==> src/rtl/uriscv_csr_irq.sv <==
// Machine-mode CSR file and trap unit for uRISC-V with NUM_IRQ fixed-priority platform interrupts.
// Optional `URISCV_CSR_VECTORED_EN makes mtvec[0] writable and enables vectored interrupt dispatch.
module uriscv_csr_irq #(
    parameter int unsigned NUM_IRQ          = 4,
    parameter int unsigned SUPPORT_MINSTRET = 1,
    parameter logic [31:0] RESET_MTVEC      = 32'h0000_0000
) (
    input  logic               clk_i,
    input  logic               rst_i,
    input  logic               ext_intr_i,
    input  logic [NUM_IRQ-1:0] irq_i,
    input  logic [31:0]        cpu_id_i,
    input  logic               valid_i,
    input  logic               retire_i,
    input  logic [31:0]        pc_i,
    input  logic [31:0]        opcode_i,
    input  logic [31:0]        rs1_val_i,
    input  logic               excpn_invalid_inst_i,
    input  logic               excpn_lsu_align_i,
    input  logic [31:0]        mem_addr_i,
    output logic [31:0]        csr_rdata_o,
    output logic [31:0]        csr_mepc_o,
    output logic               exception_o,
    output logic [31:0]        exception_pc_o,
    output logic               irq_pending_o
);

    localparam logic [11:0] CSR_MSTATUS       = 12'h300;
    localparam logic [11:0] CSR_MISA          = 12'h301;
    localparam logic [11:0] CSR_MIE           = 12'h304;
    localparam logic [11:0] CSR_MTVEC         = 12'h305;
    localparam logic [11:0] CSR_MCOUNTINHIBIT = 12'h320;
    localparam logic [11:0] CSR_MSCRATCH      = 12'h340;
    localparam logic [11:0] CSR_MEPC          = 12'h341;
    localparam logic [11:0] CSR_MCAUSE        = 12'h342;
    localparam logic [11:0] CSR_MTVAL         = 12'h343;
    localparam logic [11:0] CSR_MIP           = 12'h344;
    localparam logic [11:0] CSR_MTIMECMP      = 12'h7C0;
    localparam logic [11:0] CSR_MTIMECMPH     = 12'h7C1;
    localparam logic [11:0] CSR_MCYCLE        = 12'hB00;
    localparam logic [11:0] CSR_MINSTRET      = 12'hB02;
    localparam logic [11:0] CSR_MCYCLEH       = 12'hB80;
    localparam logic [11:0] CSR_MINSTRETH     = 12'hB82;
    localparam logic [11:0] CSR_MHARTID       = 12'hF14;

    localparam logic [6:0]  OPC_SYSTEM = 7'b1110011;
    localparam logic [31:0] INSN_ECALL  = 32'h0000_0073;
    localparam logic [31:0] INSN_EBREAK = 32'h0010_0073;
    localparam logic [31:0] INSN_MRET   = 32'h3020_0073;

    localparam logic [31:0] MIE_MASK = 32'h0000_0880 | (((32'h1 << NUM_IRQ) - 32'h1) << 16);
    localparam logic [31:0] MCOUNTINHIBIT_MASK = 32'h0000_0005;
`ifdef URISCV_CSR_VECTORED_EN
    localparam logic [31:0] MTVEC_MASK = 32'hFFFF_FFFD;
`else
    localparam logic [31:0] MTVEC_MASK = 32'hFFFF_FFFC;
`endif
`ifdef URISCV_SUPPORT_MULDIV
    localparam logic [31:0] MISA_VAL = 32'h4000_1100;
`else
    localparam logic [31:0] MISA_VAL = 32'h4000_0100;
`endif

    logic        mstatus_mie_q, mstatus_mie_d;
    logic        mstatus_mpie_q, mstatus_mpie_d;
    logic [31:0] mie_q, mie_d;
    logic [31:0] mtvec_q, mtvec_d;
    logic [31:0] mcountinhibit_q, mcountinhibit_d;
    logic [31:0] mscratch_q, mscratch_d;
    logic [31:0] mepc_q, mepc_d;
    logic [31:0] mcause_q, mcause_d;
    logic [31:0] mtval_q, mtval_d;
    logic [63:0] mcycle_q, mcycle_d;
    logic [63:0] minstret_q, minstret_d;
    logic [63:0] mtimecmp_q, mtimecmp_d;

    logic [2:0]  funct3_c;
    logic [4:0]  rs1_c;
    logic [11:0] csr_addr_c;
    logic        is_csr_c;
    logic        is_ecall_c;
    logic        is_ebreak_c;
    logic        is_mret_c;
    logic [31:0] mip_c;
    logic [31:0] pend_c;
    logic [4:0]  irq_code_c;
    logic        irq_take_c;
    logic        trap_c;
    logic [31:0] trap_cause_c;
    logic [31:0] trap_val_c;
    logic [31:0] csr_src_c;
    logic [31:0] csr_wdata_c;
    logic        csr_we_c;
    logic        mret_c;

    assign funct3_c    = opcode_i[14:12];
    assign rs1_c       = opcode_i[19:15];
    assign csr_addr_c  = opcode_i[31:20];
    assign is_csr_c    = (opcode_i[6:0] == OPC_SYSTEM) && (funct3_c[1:0] != 2'b00);
    assign is_ecall_c  = (opcode_i == INSN_ECALL);
    assign is_ebreak_c = (opcode_i == INSN_EBREAK);
    assign is_mret_c   = (opcode_i == INSN_MRET);

    // Pending sources and fixed-priority interrupt code selection
    always_comb begin
        mip_c = '0;
        mip_c[11] = ext_intr_i;
        mip_c[7]  = (mcycle_q >= mtimecmp_q);
        mip_c[16 +: NUM_IRQ] = irq_i;
        pend_c = mip_c & mie_q;
        irq_code_c = 5'd0;
        for (int n = int'(NUM_IRQ) - 1; n >= 0; n--) begin
            if (pend_c[16 + n]) irq_code_c = 5'(16 + n);
        end
        if (pend_c[7])  irq_code_c = 5'd7;
        if (pend_c[11]) irq_code_c = 5'd11;
    end

    assign irq_pending_o = |pend_c;
    assign irq_take_c    = valid_i & mstatus_mie_q & irq_pending_o;

    // Trap arbitration: interrupt > illegal > ECALL > EBREAK > misaligned
    always_comb begin
        trap_c       = 1'b0;
        trap_cause_c = '0;
        trap_val_c   = '0;
        if (irq_take_c) begin
            trap_c       = 1'b1;
            trap_cause_c = {1'b1, 26'b0, irq_code_c};
        end else if (valid_i && excpn_invalid_inst_i) begin
            trap_c       = 1'b1;
            trap_cause_c = 32'd2;
            trap_val_c   = opcode_i;
        end else if (valid_i && is_ecall_c) begin
            trap_c       = 1'b1;
            trap_cause_c = 32'd11;
        end else if (valid_i && is_ebreak_c) begin
            trap_c       = 1'b1;
            trap_cause_c = 32'd3;
        end else if (valid_i && excpn_lsu_align_i) begin
            trap_c       = 1'b1;
            trap_cause_c = opcode_i[5] ? 32'd6 : 32'd4;
            trap_val_c   = mem_addr_i;
        end
    end

    assign exception_o = trap_c;
    assign csr_mepc_o  = mepc_q;

    always_comb begin
        exception_pc_o = {mtvec_q[31:2], 2'b00};
`ifdef URISCV_CSR_VECTORED_EN
        if (irq_take_c && mtvec_q[0]) begin
            exception_pc_o = {mtvec_q[31:2], 2'b00} + {25'b0, irq_code_c, 2'b00};
        end
`endif
    end

    // CSR read mux
    always_comb begin
        csr_rdata_o = '0;
        case (csr_addr_c)
            CSR_MSTATUS:       csr_rdata_o = {19'b0, 2'b11, 3'b0, mstatus_mpie_q, 3'b0, mstatus_mie_q, 3'b0};
            CSR_MISA:          csr_rdata_o = MISA_VAL;
            CSR_MIE:           csr_rdata_o = mie_q;
            CSR_MTVEC:         csr_rdata_o = mtvec_q;
            CSR_MCOUNTINHIBIT: csr_rdata_o = mcountinhibit_q;
            CSR_MSCRATCH:      csr_rdata_o = mscratch_q;
            CSR_MEPC:          csr_rdata_o = mepc_q;
            CSR_MCAUSE:        csr_rdata_o = mcause_q;
            CSR_MTVAL:         csr_rdata_o = mtval_q;
            CSR_MIP:           csr_rdata_o = mip_c;
            CSR_MTIMECMP:      csr_rdata_o = mtimecmp_q[31:0];
            CSR_MTIMECMPH:     csr_rdata_o = mtimecmp_q[63:32];
            CSR_MCYCLE:        csr_rdata_o = mcycle_q[31:0];
            CSR_MCYCLEH:       csr_rdata_o = mcycle_q[63:32];
            CSR_MINSTRET:      csr_rdata_o = minstret_q[31:0];
            CSR_MINSTRETH:     csr_rdata_o = minstret_q[63:32];
            CSR_MHARTID:       csr_rdata_o = cpu_id_i;
            default:           csr_rdata_o = '0;
        endcase
    end

    // Write data for RW/RS/RC and immediate variants; RS/RC with x0/zero immediate never write
    always_comb begin
        csr_src_c = funct3_c[2] ? 32'(rs1_c) : rs1_val_i;
        case (funct3_c[1:0])
            2'b10:   csr_wdata_c = csr_rdata_o | csr_src_c;
            2'b11:   csr_wdata_c = csr_rdata_o & ~csr_src_c;
            default: csr_wdata_c = csr_src_c;
        endcase
        csr_we_c = valid_i & is_csr_c & ~trap_c & ((funct3_c[1:0] == 2'b01) | (rs1_c != 5'd0));
        mret_c   = valid_i & is_mret_c & ~trap_c;
    end

    // Next-state: counters, CSR writes, trap entry and MRET
    always_comb begin
        mstatus_mie_d   = mstatus_mie_q;
        mstatus_mpie_d  = mstatus_mpie_q;
        mie_d           = mie_q;
        mtvec_d         = mtvec_q;
        mcountinhibit_d = mcountinhibit_q;
        mscratch_d      = mscratch_q;
        mepc_d          = mepc_q;
        mcause_d        = mcause_q;
        mtval_d         = mtval_q;
        mtimecmp_d      = mtimecmp_q;
        mcycle_d        = mcountinhibit_q[0] ? mcycle_q : mcycle_q + 64'd1;
        minstret_d      = (retire_i && !mcountinhibit_q[2]) ? minstret_q + 64'd1 : minstret_q;

        if (csr_we_c) begin
            case (csr_addr_c)
                CSR_MSTATUS: begin
                    mstatus_mie_d  = csr_wdata_c[3];
                    mstatus_mpie_d = csr_wdata_c[7];
                end
                CSR_MIE:           mie_d           = csr_wdata_c & MIE_MASK;
                CSR_MTVEC:         mtvec_d         = csr_wdata_c & MTVEC_MASK;
                CSR_MCOUNTINHIBIT: mcountinhibit_d = csr_wdata_c & MCOUNTINHIBIT_MASK;
                CSR_MSCRATCH:      mscratch_d      = csr_wdata_c;
                CSR_MEPC:          mepc_d          = {csr_wdata_c[31:2], 2'b00};
                CSR_MCAUSE:        mcause_d        = csr_wdata_c;
                CSR_MTVAL:         mtval_d         = csr_wdata_c;
                CSR_MTIMECMP:      mtimecmp_d      = {mtimecmp_q[63:32], csr_wdata_c};
                CSR_MTIMECMPH:     mtimecmp_d      = {csr_wdata_c, mtimecmp_q[31:0]};
                CSR_MCYCLE:        mcycle_d        = {mcycle_q[63:32], csr_wdata_c};
                CSR_MCYCLEH:       mcycle_d        = {csr_wdata_c, mcycle_q[31:0]};
                CSR_MINSTRET:      minstret_d      = {minstret_q[63:32], csr_wdata_c};
                CSR_MINSTRETH:     minstret_d      = {csr_wdata_c, minstret_q[31:0]};
                default: ;
            endcase
        end

        if (trap_c) begin
            mepc_d         = {pc_i[31:2], 2'b00};
            mcause_d       = trap_cause_c;
            mtval_d        = trap_val_c;
            mstatus_mpie_d = mstatus_mie_q;
            mstatus_mie_d  = 1'b0;
        end else if (mret_c) begin
            mstatus_mie_d  = mstatus_mpie_q;
            mstatus_mpie_d = 1'b1;
        end

        if (SUPPORT_MINSTRET == 0) minstret_d = '0;
    end

    always_ff @(posedge clk_i or posedge rst_i) begin
        if (rst_i) begin
            mstatus_mie_q   <= 1'b0;
            mstatus_mpie_q  <= 1'b0;
            mie_q           <= '0;
            mtvec_q         <= RESET_MTVEC & MTVEC_MASK;
            mcountinhibit_q <= '0;
            mscratch_q      <= '0;
            mepc_q          <= '0;
            mcause_q        <= '0;
            mtval_q         <= '0;
            mcycle_q        <= '0;
            minstret_q      <= '0;
            mtimecmp_q      <= 64'hFFFF_FFFF_FFFF_FFFF;
        end else begin
            mstatus_mie_q   <= mstatus_mie_d;
            mstatus_mpie_q  <= mstatus_mpie_d;
            mie_q           <= mie_d;
            mtvec_q         <= mtvec_d;
            mcountinhibit_q <= mcountinhibit_d;
            mscratch_q      <= mscratch_d;
            mepc_q          <= mepc_d;
            mcause_q        <= mcause_d;
            mtval_q         <= mtval_d;
            mcycle_q        <= mcycle_d;
            minstret_q      <= minstret_d;
            mtimecmp_q      <= mtimecmp_d;
        end
    end

endmodule

==> config.mk <==
export PLATFORM = sky130hd
export DESIGN_NAME = uriscv_csr_irq
export DESIGN_NICKNAME = d
export VERILOG_FILES = /design/src/rtl/uriscv_csr_irq.sv
export SDC_FILE = /design/constraint.sdc
export NUM_CORES = 1
export LEC_CHECK = 0
export CAP_MARGIN = 20
export CORE_MARGIN = 1
export CORE_UTILIZATION = 30
export DETAILED_ROUTE_END_ITERATION = 10
export PLACE_DENSITY = 0.51
export SLEW_MARGIN = 5
export SYNTH_ARGS = -nofsm -noshare
export SYNTH_HDL_FRONTEND = slang
export SYNTH_SLANG_ARGS = --single-unit
==> constraint.sdc <==
create_clock -name clk_i -period 27.7 [get_ports clk_i]
set_clock_uncertainty 0.15 [all_clocks]
set_input_delay 5.54 -clock clk_i [delete_from_list [all_inputs] [get_ports clk_i]]
set_output_delay 5.54 -clock clk_i [all_outputs]
set_load 0.03 [all_outputs]
==> results.yml, run 1 <==
outcome:
  outcome: "complete, no violations"
timing:
  slew_viol_final: 0
  fin_tns_setup_ps: 0
  fmax_ghz: 0.06214
  setup_viol: 0
  hold_violations: 0
  rsz0062_at_grt: "no"
  slew_headroom: 0.2375
  period_needed_ps: 16090
  tightest_slew_ps: 1135
  post-route-period-util: 0.5810
yosys:
  yosysTopAreaCellShare: 0.3173
  yosysSeqAreaShare: 0.3898
  yosys.area.top_type: "dfrtp_1"
  yosys_most_used_dff: "dfrtp_1"
  ys_ff_latch: 358
  post_synth_num_cell_types: 92
  synth_edf_count: 0
  async_flop_share: 1.000
  yosys-top-cells-area: "dfrtp_1 32%, dfstp_2 7.3%, nand2_1 5.8%, o21ai_0 5.3%, ha_1 3.6%"
  avgSynthCellArea_um2: 8.490
  synthCells: 2731
  syn_area_mm2: 0.02319
  yosysWarnings: 0
hold_path:
  hp-class: "reg -> reg"
placement:
  post-dp-hpwl_mm: 90.53
  place_congestion: 1.002
  port_buffers: 262
  placed_area_mm2: 0.02689
  dp.cells: 3890
final_layout:
  drive_gt1_frac: 0.1142
  num-fill-cells: 7712
  nets: 3144
  syn2layout_area_growth_pct: 22.19
  fin_area_mm2: 0.02833
  fin_cells: 3976
clock_tree:
  clk_pin_slew_ps: 60
  cts.hold.buffers_added: 0
  cts_buffers: 44
  clock_latency_ps: 610
  clock-sinks: 358
  htree_levels: 2
  cts_tree: "built"
  clockBufferDepth: 3
  clock-root-buffer: "clkbuf_16"
  cts_resized: 0
  postCtsSetupRepairBufs: 0
pwr:
  powerDensity_mw_per_mm2: 45.50
  peakVddDrop_mv: 0.03287
  p_leak_nw: 10.73
worst_setup_path:
  endpoint_kind: "output port"
  critPathMaxFanout: 34
  cp_num_buf_inv: 3
  cp.required_ps: 22010
  crit_family: "buffers and inverters"
  cp.arrival_ps: 10400
  critPathLaunchType: "primary input"
  crit_path_cell_trace: "clkdlybuf4s50_1 > or2_2 > nor4_4 > buf_4 > a222oi_1 > o211a_1 > o2111ai_1 > clkdlybuf4s50_1"
  crit_slowest_cell: "nor4_4"
  path_common_cell: "clkdlybuf4s50_1"
  path_class: "in -> out"
  cpPeakStageDelay_ps: 1020
route:
  vias: 25029
  routed_wl_mm: 125.4
  wl_per_cell_um: 31.54
  firstDrtPassIters: 8
  wl_met1_mm: 50.12
  drc: 0
  dr_wl_met3_mm: 13.45
  wl_met2_mm: 54.58
  vias_per_cell: 6.295
  dr.max_layer_used: "met5"
  drtIter0Drc: 3831
  ant_nets: 0
global_route:
  grt_overflow: 0
  grt_max_degree: 96
  grt_pass1_wl_mm: 179.0
  antenna_found_initial: 6
  track_usage: 0.3159
  grt_pass1_vias: 24025
flow_run:
  drv_cap: 0
floorplanning:
  die_x_um: 280.0
  io_pins: 269
  die_height_um: 280.0
  die_area_mm2: 0.07841
  coreArea_mm2: 0.07620
  rows: 101
  initial_core_util: 0.3043
-- worst register-to-register path, cell delays in order (launching register included) --
cell,delay (ps)
dfrtp_1,660
ha_1,360
and4_1,180
a221oi_1,620
nor3b_1,260
nor4_1,990
a31o_1,360
buf_4,560
nand3_1,960
and3_1,540
a211o_1,260
-- power breakdown --
part,switching [mW],internal [mW],total [mW]
logic,0.0965,0.0535,0.150
clock network,0.257,0.330,0.587
registers,0.0165,0.536,0.552
-- synthesized netlist by cell type (23+ instances only) --
master,n
a221o_1,29
nand2b_1,36
nor2_1,212
buf_2,82
nor4_1,25
dfstp_2,64
mux2_2,24
mux2i_1,23
a31oi_1,39
a211oi_1,49
a32oi_1,35
inv_1,93
nand2_1,361
a21oi_1,142
o22ai_1,32
a222oi_1,33
a22o_1,28
dfrtp_1,294
nor3_1,50
nand3_1,105
ha_1,66
o21ai_0,247
clkbuf_1,120
nand4_1,41
a22oi_1,79
and3_1,45
-- per-stage QoR --
step	setup slack (ps)	hold WS (ps)	total power, mW	util
2_1_floorplan	12180	295.3	0.6202	-
3_3_place_gp	11740	310.5	0.7064	0.3527
3_5_place_dp	11790	320.2	0.7075	0.3529
4_1_cts	11790	332.6	1.292	0.3715
5_1_grt	11680	352.3	1.318	0.3717
6_report	11610	331.2	1.289	0.3718
-- per-layer routing --
| layer | GRT usage | vias up |
|---|---|---|
| li1 | - | 10632 |
| met1 | 0.4176 | 12359 |
| met2 | 0.4802 | 1705 |
| met3 | 0.07378 | 329 |
| met4 | 0.1600 | 4 |
| met5 | 0 | - |
-- cell usage in the layout (no fill, tap or decap), types with 64 or more instances in the layout --
master and n:
ha_1 66, nand3_1 101, dfrtp_1 294, dfstp_2 64
o21ai_0 247, nand2_1 360, inv_1 92, nor2_1 211
a22oi_1 79, buf_4 94, clkdlybuf4s50_1 259, a21oi_1 142
-- logic make-up after synthesis --
logic type	count (synthesis)	synth area share
AND/OR/NAND/NOR	1002	0.2129
multiplexers	51	0.02547
buffers and inverters	326	0.06211
XOR/XNOR	1	0.0003778
adder cells (fa/ha/maj)	66	0.03561
AO/OA/AOI/OAI	926	0.2735
other	1	0.0001617
flip-flops	358	0.3898
-- cell type report --
class	instances	area (um2)	area share
Antenna cell	4	10.01	0.0003533
Clock inverter	18	143.9	0.005078
Timing Repair Buffer	358	3339	0.1179
Inverter	95	369.1	0.01303
Clock buffer	63	1272	0.04491
Sequential cell	358	9039	0.3190
Tap cell	1030	1289	0.04548
Multi-Input combinational cell	2050	12870	0.4543
-- sequential cells by signal, indices dropped and copies added (netlist names), 30 cells and up --
name and count:
mcycle_q 64, minstret_q 64, mtimecmp_q 64, mcause_q 32, mscratch_q 32, mtval_q 32, csr_mepc_o 30, mtvec_q 30
-- worst paths after layout --
check,start,endpoint,slack (ps),cells after the start
min,mtimecmp_q[38],mtimecmp_q[38],330,2
max,opcode_i[27],csr_rdata_o[15],11610,8
min in group asynchronous,rst_i,csr_mepc_o[5],5310,2
min reg2reg,mtimecmp_q[38],mtimecmp_q[38],330,2
max reg2reg,mcycle_q[47],mcycle_q[1],21670,10
max in group asynchronous,rst_i,mcycle_q[36],19760,4
Power figures use the tool's default switching activity.
==> run 2, diff against run 1 <==
- PLACE_DENSITY: 0.51 -> 0.53
- clock period: 27.7 -> 13.2 ns (I/O delays scaled with it)
==> results.yml, run 2 (synthesis results as in run 1) <==
clock_tree:
  cts.hold.buffers_added: 0
  clock-root-buffer: "clkbuf_16"
  clk_pin_slew_ps: 60
  cts_resized: 0
  clock-sinks: 358
  htree_levels: 2
  clockBufferDepth: 3
  cts_buffers: 43
  clock_latency_ps: 620
  cts_tree: "built"
  postCtsSetupRepairBufs: 0
worst_setup_path:
  cp.arrival_ps: 7480
  cp_num_buf_inv: 5
  critPathMaxFanout: 12
  critPathLaunchType: "primary input"
  crit_path_cell_trace: "clkdlybuf4s50_1 > buf_4 > or4b_1 > nor4_2 > buf_4 > a222oi_1 > o21ai_0 > nor4bb_1 > inv_1 > clkdlybuf4s50_1"
  crit_family: "buffers and inverters"
  endpoint_kind: "output port"
  cpPeakStageDelay_ps: 960
  cp.required_ps: 10410
  crit_slowest_cell: "nor4bb_1"
  path_class: "in -> out"
floorplanning:
  initial_core_util: 0.3043
  coreArea_mm2: 0.07620
  die_height_um: 280.0
  rows: 101
  die_x_um: 280.0
  io_pins: 269
  die_area_mm2: 0.07841
route:
  routed_wl_mm: 127.3
  wl_per_cell_um: 32.10
  ant_nets: 0
  drtIter0Drc: 3931
  vias: 25184
  drc: 0
  vias_per_cell: 6.350
  firstDrtPassIters: 7
outcome:
  outcome: "complete, no violations"
final_layout:
  drive_gt1_frac: 0.1139
  final_cell_mix: "360 x nand2_1, 294 x dfrtp_1, 258 x clkdlybuf4s50_1, 247 x o21ai_0, 210 x nor2_1"
  layout_commonest_cell: "nand2_1"
  nets: 3138
  top_regs: "mcycle_q x64, minstret_q x64, mtimecmp_q x64"
  syn2layout_area_growth_pct: 22.15
timing:
  post-route-period-util: 0.7777
  period_needed_ps: 10270
  slew_viol_final: 0
  fin_tns_setup_ps: 0
  tightest_slew_ps: 1398
  fmax_ghz: 0.09741
  slew_headroom: 0.05939
  hold_violations: 0
  rsz0062_at_grt: "no"
  setup_viol: 0
hold_path:
  hp-class: "reg -> reg"
global_route:
  grt_max_degree: 150
  grt_pass1_vias: 23883
  grt_overflow: 0
  grt_pass1_wl_mm: 180.5
  antenna_found_initial: 6
  track_usage: 0.3186
placement:
  place_congestion: 0.9718
  port_buffers: 262
  post-dp-hpwl_mm: 91.94
pwr:
  powerDensity_mw_per_mm2: 95.73
  power_mw: 2.711
  p_leak_nw: 10.69
  peakVddDrop_mv: 0.08068
flow_run:
  drv_cap: 0
-- run 2: changes by cell type in the layout (fill, tap and decap cells not counted), moves of 2 or more --
cell	previous run	this run
buf_4	94	87
a31oi_1	37	33
a31oi_2	2	6
clkinv_4	3	0
nor3_2	9	11
nor3_4	3	1
-- run 2: power by group --
| group | total (mW) | switching [mW] | internal (mW) |
|---|---|---|---|
| logic | 0.318 | 0.206 | 0.112 |
| clock network | 1.24 | 0.538 | 0.698 |
| registers | 1.16 | 0.0320 | 1.12 |
-- run 2: area by class of cell --
class,instances,area [um2]
Clock inverter,16,167.7
Tap cell,1030,1289
Multi-Input combinational cell,2050,12890
Antenna cell,3,7.507
Fill cell,7742,47880
Timing Repair Buffer,353,3316
Sequential cell,358,9039
Inverter,95,369.1
Clock buffer,61,1244
-- run 2: through the flow --
step	setup slack, ps	hold slack (ps)	instance area (um2)	util	instances
after floorplan	582.3	295.3	23200	-	2734
after global routing	2946	347.5	28310	0.3716	3963
after detailed placement	3313	320.2	26880	0.3527	3884
after CTS	3290	333.5	28290	0.3712	3961
after global placement	3307	308.8	26860	0.3525	3883
final	2934	332.6	28320	0.3717	3966
-- run 2: worst paths after layout --
| kind | from | to | slack, ps | depth (start not counted) |
|---|---|---|---|---|
| min reg2reg | mtimecmp_q[10] | mtimecmp_q[10] | 330 | 2 |
| max | opcode_i[23] | csr_rdata_o[8] | 2930 | 10 |
| min | mtimecmp_q[10] | mtimecmp_q[10] | 330 | 2 |
| max in group asynchronous | rst_i | mtval_q[20] | 8280 | 4 |
| max reg2reg | mtimecmp_q[57] | mtvec_q[16] | 7270 | 12 |
| min in group asynchronous | rst_i | csr_mepc_o[9] | 2350 | 2 |
-- run 2: metal layers --
metal | global-route usage | routed length [um] | vias to the layer above
li1 | - | - | 10610
met1 | 0.4227 | 50790 | 12504
met2 | 0.4933 | 56220 | 1739
met3 | 0.07020 | 13580 | 329
met4 | 0.1447 | 6693 | 2
met5 | 0 | 13 | -
-- run 2: worst register-to-register path: cells and delay by family, from the launching register on --
kind	cells	cell delay, ps
adders and majority gates	1	310
muxes	1	320
DFF	1	550
AOI/OAI and AO/OA	5	1380
and+or+nand+nor	2	1950
buffers and inverters	3	1170
